<file path="src/rtl/int_pkg.sv">
// Shared constants for the interrupt controller: FSM state encoding and register map.
package int_pkg;

  localparam logic [1:0] ST_IDLE    = 2'd0;
  localparam logic [1:0] ST_REQ     = 2'd1;
  localparam logic [1:0] ST_SERVICE = 2'd2;

  localparam logic [1:0] A_PEND = 2'd0;
  localparam logic [1:0] A_MASK = 2'd1;
  localparam logic [1:0] A_EOI  = 2'd2;
  localparam logic [1:0] A_STAT = 2'd3;

endpackage

</file>
<file path="src/rtl/prio_enc.sv">
// Combinational priority encoder: the lowest set index wins (index 0 is highest priority).
module prio_enc #(
  parameter int unsigned NSRC = 8,
  parameter int unsigned IDW  = 3
) (
  input  logic [NSRC-1:0] req_i,
  output logic [IDW-1:0]  id_o,
  output logic            valid_o
);

  // Scan from the top down so the last (lowest) hit overrides.
  always_comb begin
    id_o = '0;
    for (int i = NSRC - 1; i >= 0; i--) begin
      if (req_i[i]) id_o = IDW'(i);
    end
  end

  assign valid_o = |req_i;

endmodule

</file>
<file path="src/rtl/int_ctrl.sv">
// Priority interrupt controller: edge-triggered pending bits, mask, Intr/Inta handshake
// and EOI-terminated service, with a small memory-mapped register port.
module int_ctrl
  import int_pkg::*;
#(
  parameter int unsigned     NSRC     = 8,
  parameter int unsigned     IDW      = 3,
  parameter logic [NSRC-1:0] MASK_RST = '0
) (
  input  logic            Clk,
  input  logic            Clrn,
  input  logic [NSRC-1:0] Irq,
  input  logic            Inta,
  input  logic            We,
  input  logic [1:0]      Addr,
  input  logic [31:0]     Wdata,
  output logic [31:0]     Rdata,
  output logic            Intr,
  output logic [IDW-1:0]  Vector
);

  logic [NSRC-1:0] pending_q, pending_d;
  logic [NSRC-1:0] irq_prev_q;
  logic [NSRC-1:0] mask_q, mask_d;
  logic [NSRC-1:0] rise, req, w1c;
  logic [1:0]      state_q, state_d;
  logic            intr_q, intr_d;
  logic [IDW-1:0]  vector_q, vector_d;
  logic [IDW-1:0]  win_id;
  logic            win_valid;
  logic            eoi_wr;
  logic            unused_wdata;

  assign unused_wdata = ^Wdata;

  assign rise   = Irq & ~irq_prev_q;
  assign req    = pending_q & mask_q;
  assign w1c    = (We && Addr == A_PEND) ? Wdata[NSRC-1:0] : '0;
  assign eoi_wr = We && (Addr == A_EOI);

  prio_enc #(
    .NSRC (NSRC),
    .IDW  (IDW)
  ) u_prio_enc (
    .req_i   (req),
    .id_o    (win_id),
    .valid_o (win_valid)
  );

  // Set beats W1C; acknowledge of the latched source beats set.
  always_comb begin
    pending_d = (pending_q & ~w1c) | rise;
    if (state_q == ST_REQ && Inta) pending_d[vector_q] = 1'b0;
    mask_d = (We && Addr == A_MASK) ? Wdata[NSRC-1:0] : mask_q;
  end

  always_comb begin
    state_d  = state_q;
    vector_d = vector_q;
    unique case (state_q)
      ST_IDLE: begin
        if (win_valid) begin
          state_d  = ST_REQ;
          vector_d = win_id;
        end
      end
      ST_REQ:     if (Inta) state_d = ST_SERVICE;
      ST_SERVICE: if (eoi_wr) state_d = ST_IDLE;
      default:    state_d = ST_IDLE;
    endcase
    intr_d = (state_d == ST_REQ);
  end

  always_ff @(posedge Clk or negedge Clrn) begin
    if (!Clrn) begin
      pending_q  <= '0;
      irq_prev_q <= '0;
      mask_q     <= MASK_RST;
      state_q    <= ST_IDLE;
      intr_q     <= 1'b0;
      vector_q   <= '0;
    end else begin
      pending_q  <= pending_d;
      irq_prev_q <= Irq;
      mask_q     <= mask_d;
      state_q    <= state_d;
      intr_q     <= intr_d;
      vector_q   <= vector_d;
    end
  end

  assign Intr   = intr_q;
  assign Vector = vector_q;

  always_comb begin
    Rdata = '0;
    unique case (Addr)
      A_PEND: Rdata[NSRC-1:0] = pending_q;
      A_MASK: Rdata[NSRC-1:0] = mask_q;
      A_EOI:  Rdata = '0;
      A_STAT: begin
        Rdata[17:16]    = state_q;
        Rdata[IDW-1:0]  = vector_q;
      end
      default: Rdata = '0;
    endcase
  end

endmodule

</file>
<file path="config.mk">
export PLATFORM = sky130hd
export DESIGN_NAME = int_ctrl
export DESIGN_NICKNAME = d
export VERILOG_FILES = /design/src/rtl/int_pkg.sv /design/src/rtl/prio_enc.sv /design/src/rtl/int_ctrl.sv
export SDC_FILE = /design/constraint.sdc
export NUM_CORES = 1
export LEC_CHECK = 0
export ABC_AREA = 1
export BUFFER_PORTS_ARGS = -buffer_cell sky130_fd_sc_hd__buf_2
export CORE_MARGIN = 1
export CORE_UTILIZATION = 49
export DETAILED_ROUTE_END_ITERATION = 16
export PLACE_DENSITY = 0.85
export SYNTH_ARGS = -nofsm -noshare
export SYNTH_HDL_FRONTEND = slang
export SYNTH_SLANG_ARGS = --single-unit
</file>
<file path="constraint.sdc">
create_clock -name Clk -period 3.3 [get_ports Clk]
set_clock_uncertainty 0.15 [all_clocks]
set_input_delay 0.165 -clock Clk [delete_from_list [all_inputs] [get_ports Clk]]
set_output_delay 0.165 -clock Clk [all_outputs]
set_load 0.1 [all_outputs]
</file>
==> out/results.ini <==
[routing]
drtIter0Drc=58
drcViolationCount=0
final_antenna_net_count=0
post_drt_via_cell_ratio=4.718
drt-total-wl_um=3375
num_vias=1387
wire_per_inst_um=11.48
dr.pass1.iters=4

[finish]
final_common_cell=nand2_1
antenna_cells=0
drive_gt1_frac=0.2200
instances_no_fill=294
layout_common_cells=nand2_1, buf_2, inv_1
num-nets-final=296
synthToLayoutAreaGrowth_pct=22.17

[setup_path]
crit_chain=inv_1 -> o211ai_1 -> buf_2
start_kind=register
path_class=register to primary output
required_ns=2.98
path_max_fanout=7
crit_slowest_cell=dfrtp_1
crit_path_end_kind=primary output
arrival_ns=1.71
cp_slowest_stage_delay_ns=0.49

[sta]
setup_viol=0
hold_viol=0
worst_pin_slew_ns=0.6604
period_share=0.6133
whs_ns=0.04953
rsz0062_at_grt=false
maxSlewHeadroom=0.5597
finalSetupTns_ns=0
max_freq_mhz=494.1
drv_slew=0
period_minus_slack_ns=2.024

[clocking]
cts.sinks=30
clk_latency_ns=0.33
cts_root_buffer=clkbuf_4
clock_path_buffers=2
numCtsBuffers=5
htree_levels=2
path_clk_slew_ns=0.09
cts_tree=done

[outcome]
status=finished, final reports clean

[floorplan]
core_area_sq_um=3078
io_pins=82
initial_utilization=0.5244
die-area_sq_um=3528
rows=20
fp.dieH_um=59.40
chipWidth_um=59.40

[min_path]
hp-class=input pin to register

[synth]
ys_types=20
syn_inst=192
yosysSeqAreaShare=0.4651
syn_avg_cell_area_sq_um=8.407
ys.warnings.count=0
ys_ff_latch=30
syn_area_sq_um=1614

[power]
vdd_drop_max_mv=0.4174
leakage_uw=0.001057
power_uw=1535
powerDensity_nw_per_um2=778.5

[grt]
antenna_found_initial=0
grt_pass1_vias=1241
track_usage=0.2123
grt_pass1_wl_um=5333
grt_start_max_net_pins=31
overflow=0

[placement]
port_buffers=35
place_hpwl_um=2325
dp_cells=269
gp_congestion=0.8802

[run]
drv_cap=0

[Yosys cell counts, drive strengths merged]
cell    number  area [sq um]
dfrtp       30         750.7
nor2         8         45.04
inv         33         123.9
conb         1         3.750
o21ai       33         195.2
o211ai       3         22.52
nor3         1         5.000
nand3       10         50.05
buf         23         176.4
o31ai        2         15.01
a22o         5         43.79
nand2       42         177.7
a21oi        1         5.000
[final cells by class]
class / count / area (sq um)
timing repair buffer: 53 / 355.3
multi-input combinational: 127 / 641.9
tap: 44 / 55.05
sequential: 30 / 750.7
fill: 284 / 1106
inverter: 33 / 123.9
clock buffer: 7 / 45.04
[state kept, by name (all words and copies together) (netlist names)]
signal      flops
irq_prev_q      8
mask_q          8
pending_q       8
Vector          3
state_q         2
Intr            1
[layer usage]
metal / part of all wire / up-vias / global-route usage
met4: 0.015 / 0 / 0.08844
met3: 0.080 / 7 / 0.05022
met1: 0.40 / 632 / 0.2514
met2: 0.50 / 66 / 0.3676
li1: - / 682 / -
met5: 0 / - / 0
[worst max-delay path: cells and delay by family (launching register included)]
kind                   cells  cell delay, ns
DFF                        1            0.49
AOI/OAI and AO/OA          1            0.24
buffers and inverters      2            0.64
[power by group]
group | switching, uW | internal, uW
Clock | 121 | 80.1
Sequential | 79.9 | 454
Combinational | 643 | 156
[through the flow]
stage | worst slack (ns) | utilization | instance area (sq um)
floorplan | 0.2977 | - | 1693
global placement | 1.667 | 0.5675 | 1747
detailed placement | 1.643 | 0.5675 | 1747
CTS | 1.262 | 0.6407 | 1972
global route | 1.220 | 0.6407 | 1972
finish | 1.276 | 0.6407 | 1972
[logic make-up (layout without fill, tap and decap cells)]
group / count (synthesis) / count (layout) / synth area share
AOI/OAI and AO/OA: 44 / 44 / 0.1744
buffers and inverters: 56 / 93 / 0.1860
other: 1 / 22 / 0.002323
DFF: 30 / 30 / 0.4651
and+or+nand+nor: 61 / 61 / 0.1721
[path summary, 6_finish.rpt]
kind                            slack (ns)            end  cells past startpoint           from
max in group asynchronous             2.33     state_q[0]                      2           Clrn
worst max register to register        1.88      Vector[0]                      8   pending_q[2]
worst min register to register        0.34   pending_q[5]                      3  irq_prev_q[5]
worst min-delay path                  0.05     state_q[1]                      4             We
worst max-delay path                  1.28       Rdata[0]                      3      Vector[0]
min in group asynchronous             0.23  irq_prev_q[1]                      2           Clrn
[repair_timing]
item	4_1_cts	5_1_grt
buffers inserted	0	0
hold buffers	18	0
hold endpoints to repair	50	0
resized for setup	0	0
No activity file was read; power rests on OpenSTA's default activity.
